==> config.mk <==
export PLATFORM = sky130hd
export DESIGN_NAME = mux_rr_arbiter
export DESIGN_NICKNAME = d
export VERILOG_FILES = /design/src/rtl/mux_arb_pkg.sv /design/src/rtl/rr_pick4.sv /design/src/rtl/mux_rr_arbiter.sv
export SDC_FILE = /design/constraint.sdc
export NUM_CORES = 1
export LEC_CHECK = 0
export CORE_MARGIN = 10
export CORE_UTILIZATION = 51
export CTS_BUF_LIST = sky130_fd_sc_hd__clkbuf_8 sky130_fd_sc_hd__clkbuf_16
export DETAILED_ROUTE_END_ITERATION = 16
export PLACE_DENSITY = 0.77
export SETUP_SLACK_MARGIN = 0.02
export SKIP_CTS_REPAIR_TIMING = 1
export SLEW_MARGIN = 20
export SYNTH_ARGS = -nofsm -noshare
export SYNTH_HDL_FRONTEND = slang
export SYNTH_SLANG_ARGS = --single-unit
==> constraint.sdc <==
create_clock -name clk -period 2.3 [get_ports clk]
set_input_delay 0.575 -clock clk [delete_from_list [all_inputs] [get_ports clk]]
set_output_delay 0.575 -clock clk [all_outputs]
set_load 0.01 [all_outputs]
==> src/rtl/mux_arb_pkg.sv <==
// rtl/mux_arb_pkg.sv - shared types and constants for the 4-way mux round-robin arbiter
package mux_arb_pkg;

  localparam int NUM_REQ = 4;
  localparam int SEL_W   = 2;

  typedef enum logic [0:0] {
    IDLE = 1'b0,
    OWN  = 1'b1
  } arb_state_e;

  function automatic logic [NUM_REQ-1:0] onehot(input logic [SEL_W-1:0] i);
    onehot    = '0;
    onehot[i] = 1'b1;
  endfunction

endpackage

==> src/rtl/rr_pick4.sv <==
// rtl/rr_pick4.sv - combinational first-hit search over 4 requests from a rotating start
module rr_pick4
  import mux_arb_pkg::*;
(
  input  logic [NUM_REQ-1:0] req,
  input  logic [SEL_W-1:0]   start,
  output logic               found,
  output logic [SEL_W-1:0]   idx
);

  logic [SEL_W-1:0] w_cand;

  // Walk the order backwards so the earliest hit in search order is the last written.
  always_comb begin
    found  = 1'b0;
    idx    = start;
    w_cand = start;
    for (int k = NUM_REQ - 1; k >= 0; k--) begin
      w_cand = start + SEL_W'(k);
      if (req[w_cand]) begin
        found = 1'b1;
        idx   = w_cand;
      end
    end
  end

endmodule

==> src/rtl/mux_rr_arbiter.sv <==
// rtl/mux_rr_arbiter.sv - round-robin owner selection for the shared 4:1 mux with tenure cap
module mux_rr_arbiter
  import mux_arb_pkg::*;
#(
  parameter int HOLD_MAX = 8,
  parameter int CNT_W    = 8
) (
  input  logic               clk,
  input  logic               reset,
  input  logic               enable,
  input  logic [NUM_REQ-1:0] req,
  output logic [NUM_REQ-1:0] grant,
  output logic               address0,
  output logic               address1,
  output logic               busy,
  output logic               expired
);

  arb_state_e         r_state;
  logic [SEL_W-1:0]   r_owner;
  logic [SEL_W-1:0]   r_last;
  logic [CNT_W-1:0]   r_count;
  logic [NUM_REQ-1:0] r_grant;
  logic               r_expired;

  logic [SEL_W-1:0]   w_start;
  logic [SEL_W-1:0]   w_idx;
  logic               w_found;
  logic               w_owner_req;
  logic               w_at_cap;
  logic               w_release;

  assign w_owner_req = req[r_owner];
  assign w_at_cap    = (r_count >= CNT_W'(HOLD_MAX));
  assign w_release   = !w_owner_req || w_at_cap;

  // On release the outgoing owner is searched last, so it only wins when nobody else waits.
  assign w_start = (r_state == OWN) ? (r_owner + SEL_W'(1)) : (r_last + SEL_W'(1));

  rr_pick4 u_pick (
    .req   (req),
    .start (w_start),
    .found (w_found),
    .idx   (w_idx)
  );

  always_ff @(posedge clk or posedge reset) begin
    if (reset) begin
      r_state   <= IDLE;
      r_owner   <= '0;
      r_last    <= SEL_W'(NUM_REQ - 1);
      r_count   <= '0;
      r_grant   <= '0;
      r_expired <= 1'b0;
    end else begin
      r_expired <= 1'b0;
      case (r_state)
        IDLE: begin
          if (enable && w_found) begin
            r_state <= OWN;
            r_owner <= w_idx;
            r_grant <= onehot(w_idx);
            r_count <= CNT_W'(1);
          end
        end
        OWN: begin
          if (!w_release) begin
            r_count <= r_count + CNT_W'(1);
          end else begin
            r_last    <= r_owner;
            r_expired <= w_owner_req;
            if (enable && w_found) begin
              r_owner <= w_idx;
              r_grant <= onehot(w_idx);
              r_count <= CNT_W'(1);
            end else begin
              r_state <= IDLE;
              r_grant <= '0;
              r_count <= '0;
            end
          end
        end
        default: r_state <= IDLE;
      endcase
    end
  end

  // r_owner is left untouched on entry to IDLE so the select lines keep the last owner.
  assign grant    = r_grant;
  assign address0 = r_owner[0];
  assign address1 = r_owner[1];
  assign busy     = (r_state == OWN);
  assign expired  = r_expired;

endmodule

==> impl.org <==
** Outcome
- The flow ran to the end, and the final reports show no timing, DRC or antenna violations.

** STA
- After layout, the minimum clock period comes to 2.01 ns.
- Sum of negative setup slack :: 0 ns
- Final Max Slew Viols :: 0
- Across the routed clock network, the largest skew measured is ~0.0029 ns.
- Endpoints failing hold :: 0
- Final critical-path share of the clock period :: between 80% and 90%
- At the pin with the least slew margin, the transition time is 0.684 ns.
- Tightest slew margin relative to the limit :: a little over half
- RSZ-0062 raised after global routing :: no
- For this run, the top clock speed supported by timing is around 500 MHz.
- Setup violations, final :: 0

** Synth
- Yosys instantiated no cell more often than dfrtp_1.
- The number of nets handed over by synthesis was 94.
- For this run, asynchronously set or reset flops after synthesis account for 100%.
- Of the synthesized area, sequential elements account for about half.
- Synthesized instance count :: 85
- Most used DFF post-synth :: dfrtp_1
- Most numerous cell types in the synthesized netlist :: dfrtp_1, nand2_1, nor2_1, and2_1, o21ai_0
- Synth top area share :: approximately 43%
- Number of synthesized register bits :: 18
- Yosys attributes the largest share of cell area to dfrtp_1, dfstp_2, nand2_1.
- After synthesis, the mean cell area works out to about 11 um2.
- Yosys mapped a number of flops with a built-in enable equal to 0.
- During synthesis, Yosys emitted a total of 0 warnings.
- Cell type with the largest total area after synthesis :: dfrtp_1
- Total standard cell area after synthesis :: approximately 930 um2
- Counting distinct cell types in the post-synthesis netlist gives 37.

** GRT
- Met3 usage in global routing :: 3.94%
- Entering global routing, the biggest net connects 19 pins.
- Across every metal layer, demand over resource in global routing totals 10.3%.
- Global routing used 16.9% of the available met2 tracks.
- Summed over all layers, the global routing overflow is 0.
- Via count of the first global-routing pass :: about 720
- GR Util met1 :: 12.2%
- Most Crowded Layer GR :: met2
- Initial antenna violation count :: 0
- The first global-routing pass estimated between 3 and 4 mm of wire.

** Die
- Effective utilization at floorplan :: a little over half
- Die outline height :: 62.7 um
- 15 I/O pins were placed.
- Area of the core region :: 1730 um2
- The die is approximately 63 um wide.
- The initialized floorplan defines 15 standard-cell rows.
- The die covers approximately 4000 um2.

** Detailed routing
- Dividing the detail-routed wire length by the instance count gives roughly 15 um.
- In this run, the number of DRC markers left after iteration 0 of detailed routing was 21.
- Via count :: 716
- After detailed routing, the number of remaining DRC violations is 0.
- Before antenna repair, the detailed router went through 4 iterations.
- In this run the remaining antenna-violating nets after routing total 0.
- Final wirelength :: slightly below 2 mm
- In the routed layout, each cell is associated on average with a via count of between 5 and 6.

** Pwr
- In this run the static leakage power is ~0.52 nW.
- PD cells :: 1150 nW/um2
- VDD sags by at most 0.855 mV.

** Critical path
- Largest delay contributor family on the critical path :: buffers and inverters
- The number of buffers and inverters on the critical path is 1.
- Type of the worst setup path :: flip-flop to output pin
- On the critical path, the stage with the largest delay is an instance of clkdlybuf4s50_1.
- Max stage delay on crit path :: between 0.6 and 0.7 ns
- Required @ worst endpoint :: roughly 1.7 ns
- STA classifies the critical path endpoint as an output pin.
- The critical path goes through clkdlybuf4s50_1.
- The worst setup path is launched from a flip-flop.
- Data arrives at the worst endpoint at approximately 1.4 ns.
- Max Fanout on Critical Path :: 10

** Clock network
- TritonCTS built the clock tree.
- Clock buffers created by TritonCTS :: 3
- The clock net in this run drives a total of 18 sinks.
- In this run the deepest clock path goes through 2 buffers.
- The clock reaches the later pin of the worst-skew pair after 0.25 ns.
- Clock slew at reported path FFs :: roughly 0.070 ns
- CTS built an H-tree with a depth of 1.
- Clock tree synthesis selected as its root buffer the cell clkbuf_8.

** Final layout
- Share of layout cells above drive strength 1 :: 22.2%
- In the final design database the tool counted about 120 nets.
- Ant. Diodes :: 0
- The area growth from synthesis to layout is 27.6%.
- End-of-flow core utilization :: between 60% and 70%

** Flow run
- Max capacitance violation total :: 0

** Placement
- Port Buffers :: 14
- The congestion estimate from routability-driven global placement came to about 0.82.
- Post-DP HPWL :: around 1.5 mm

** Hold path
- The tightest min-delay check is of the flip-flop to flip-flop type.
## where the power goes
group          switching [mW]  leakage, nW  internal (mW)
Clock                   0.105       0.0288          0.152
Sequential             0.0868        0.231          0.420
Combinational           0.287        0.257          0.317
## worst paths after layout
check | cells after the start | slack, ns | startpoint | end
setup / recovery | 1 | 0.29 | busy | busy
min in group asynchronous | 2 | 0.72 | reset | grant[0]
setup reg to reg | 5 | 0.48 | busy | grant[2]
max in group asynchronous | 2 | 1.14 | reset | r_count[2]
hold reg to reg | 2 | 0.49 | grant[1] | grant[1]
hold / removal | 2 | 0.49 | grant[1] | grant[1]
## placed cells by master (no fill, tap or decap), drive strengths merged, types with 3 or more instances in the layout
master,netlist,layout
and2,4,4
a21oi,3,3
clkbuf,0,4
dfrtp,16,16
nor2,9,9
buf,2,7
o21ai,6,6
nand2,11,11
mux2,3,3
inv,3,3
clkdlybuf4s50,0,14
## per-stage QoR
stage	hold WS (ns)	std cells	worst slack (ns)	area, um2	power (mW)
6_report	0.485	133	0.294	1190	1.37
5_1_grt	0.521	133	0.166	1190	1.47
4_1_cts	0.492	133	0.290	1190	1.38
3_5_place_dp	0.477	129	0.0279	1130	1.12
3_3_place_gp	0.473	129	0.0812	1130	1.10
2_1_floorplan	0.451	85	0.442	931	0.897
## registers in the layout, indices dropped and copies added (netlist names)
name,count
r_owner,2
grant,4
busy,1
expired,1
r_count,8
r_last,2
## logic make-up (layout without fill, tap and decap cells)
logic type	after synthesis	after routing	synth area share [%]
adders and majority gates	2	2	2.69
and+or+nand+nor	31	31	17.1
muxes	5	5	7.93
DFF	18	18	48.7
xor gates and xnor gates	1	1	0.941
AOI/OAI and AO/OA	23	23	19.1
buffers and inverters	5	28	3.63
## metal layers
| layer | share of wire [%] | up-vias |
|---|---|---|
| met4 | 0.52 | 0 |
| met2 | 50 | 11 |
| met1 | 44 | 352 |
| li1 | - | 351 |
| met5 | 0 | - |
| met3 | 4.9 | 2 |
## cell type report
class | count | area (um2)
flip-flops and latches | 18 | 453
multi-input cells | 62 | 444
inverters | 3 | 11.3
well taps | 25 | 31.3
fillers | 135 | 539
repair buffers | 21 | 193
clock buffers | 4 | 55.1
Note: power is estimated with default switching activity, not from simulation.
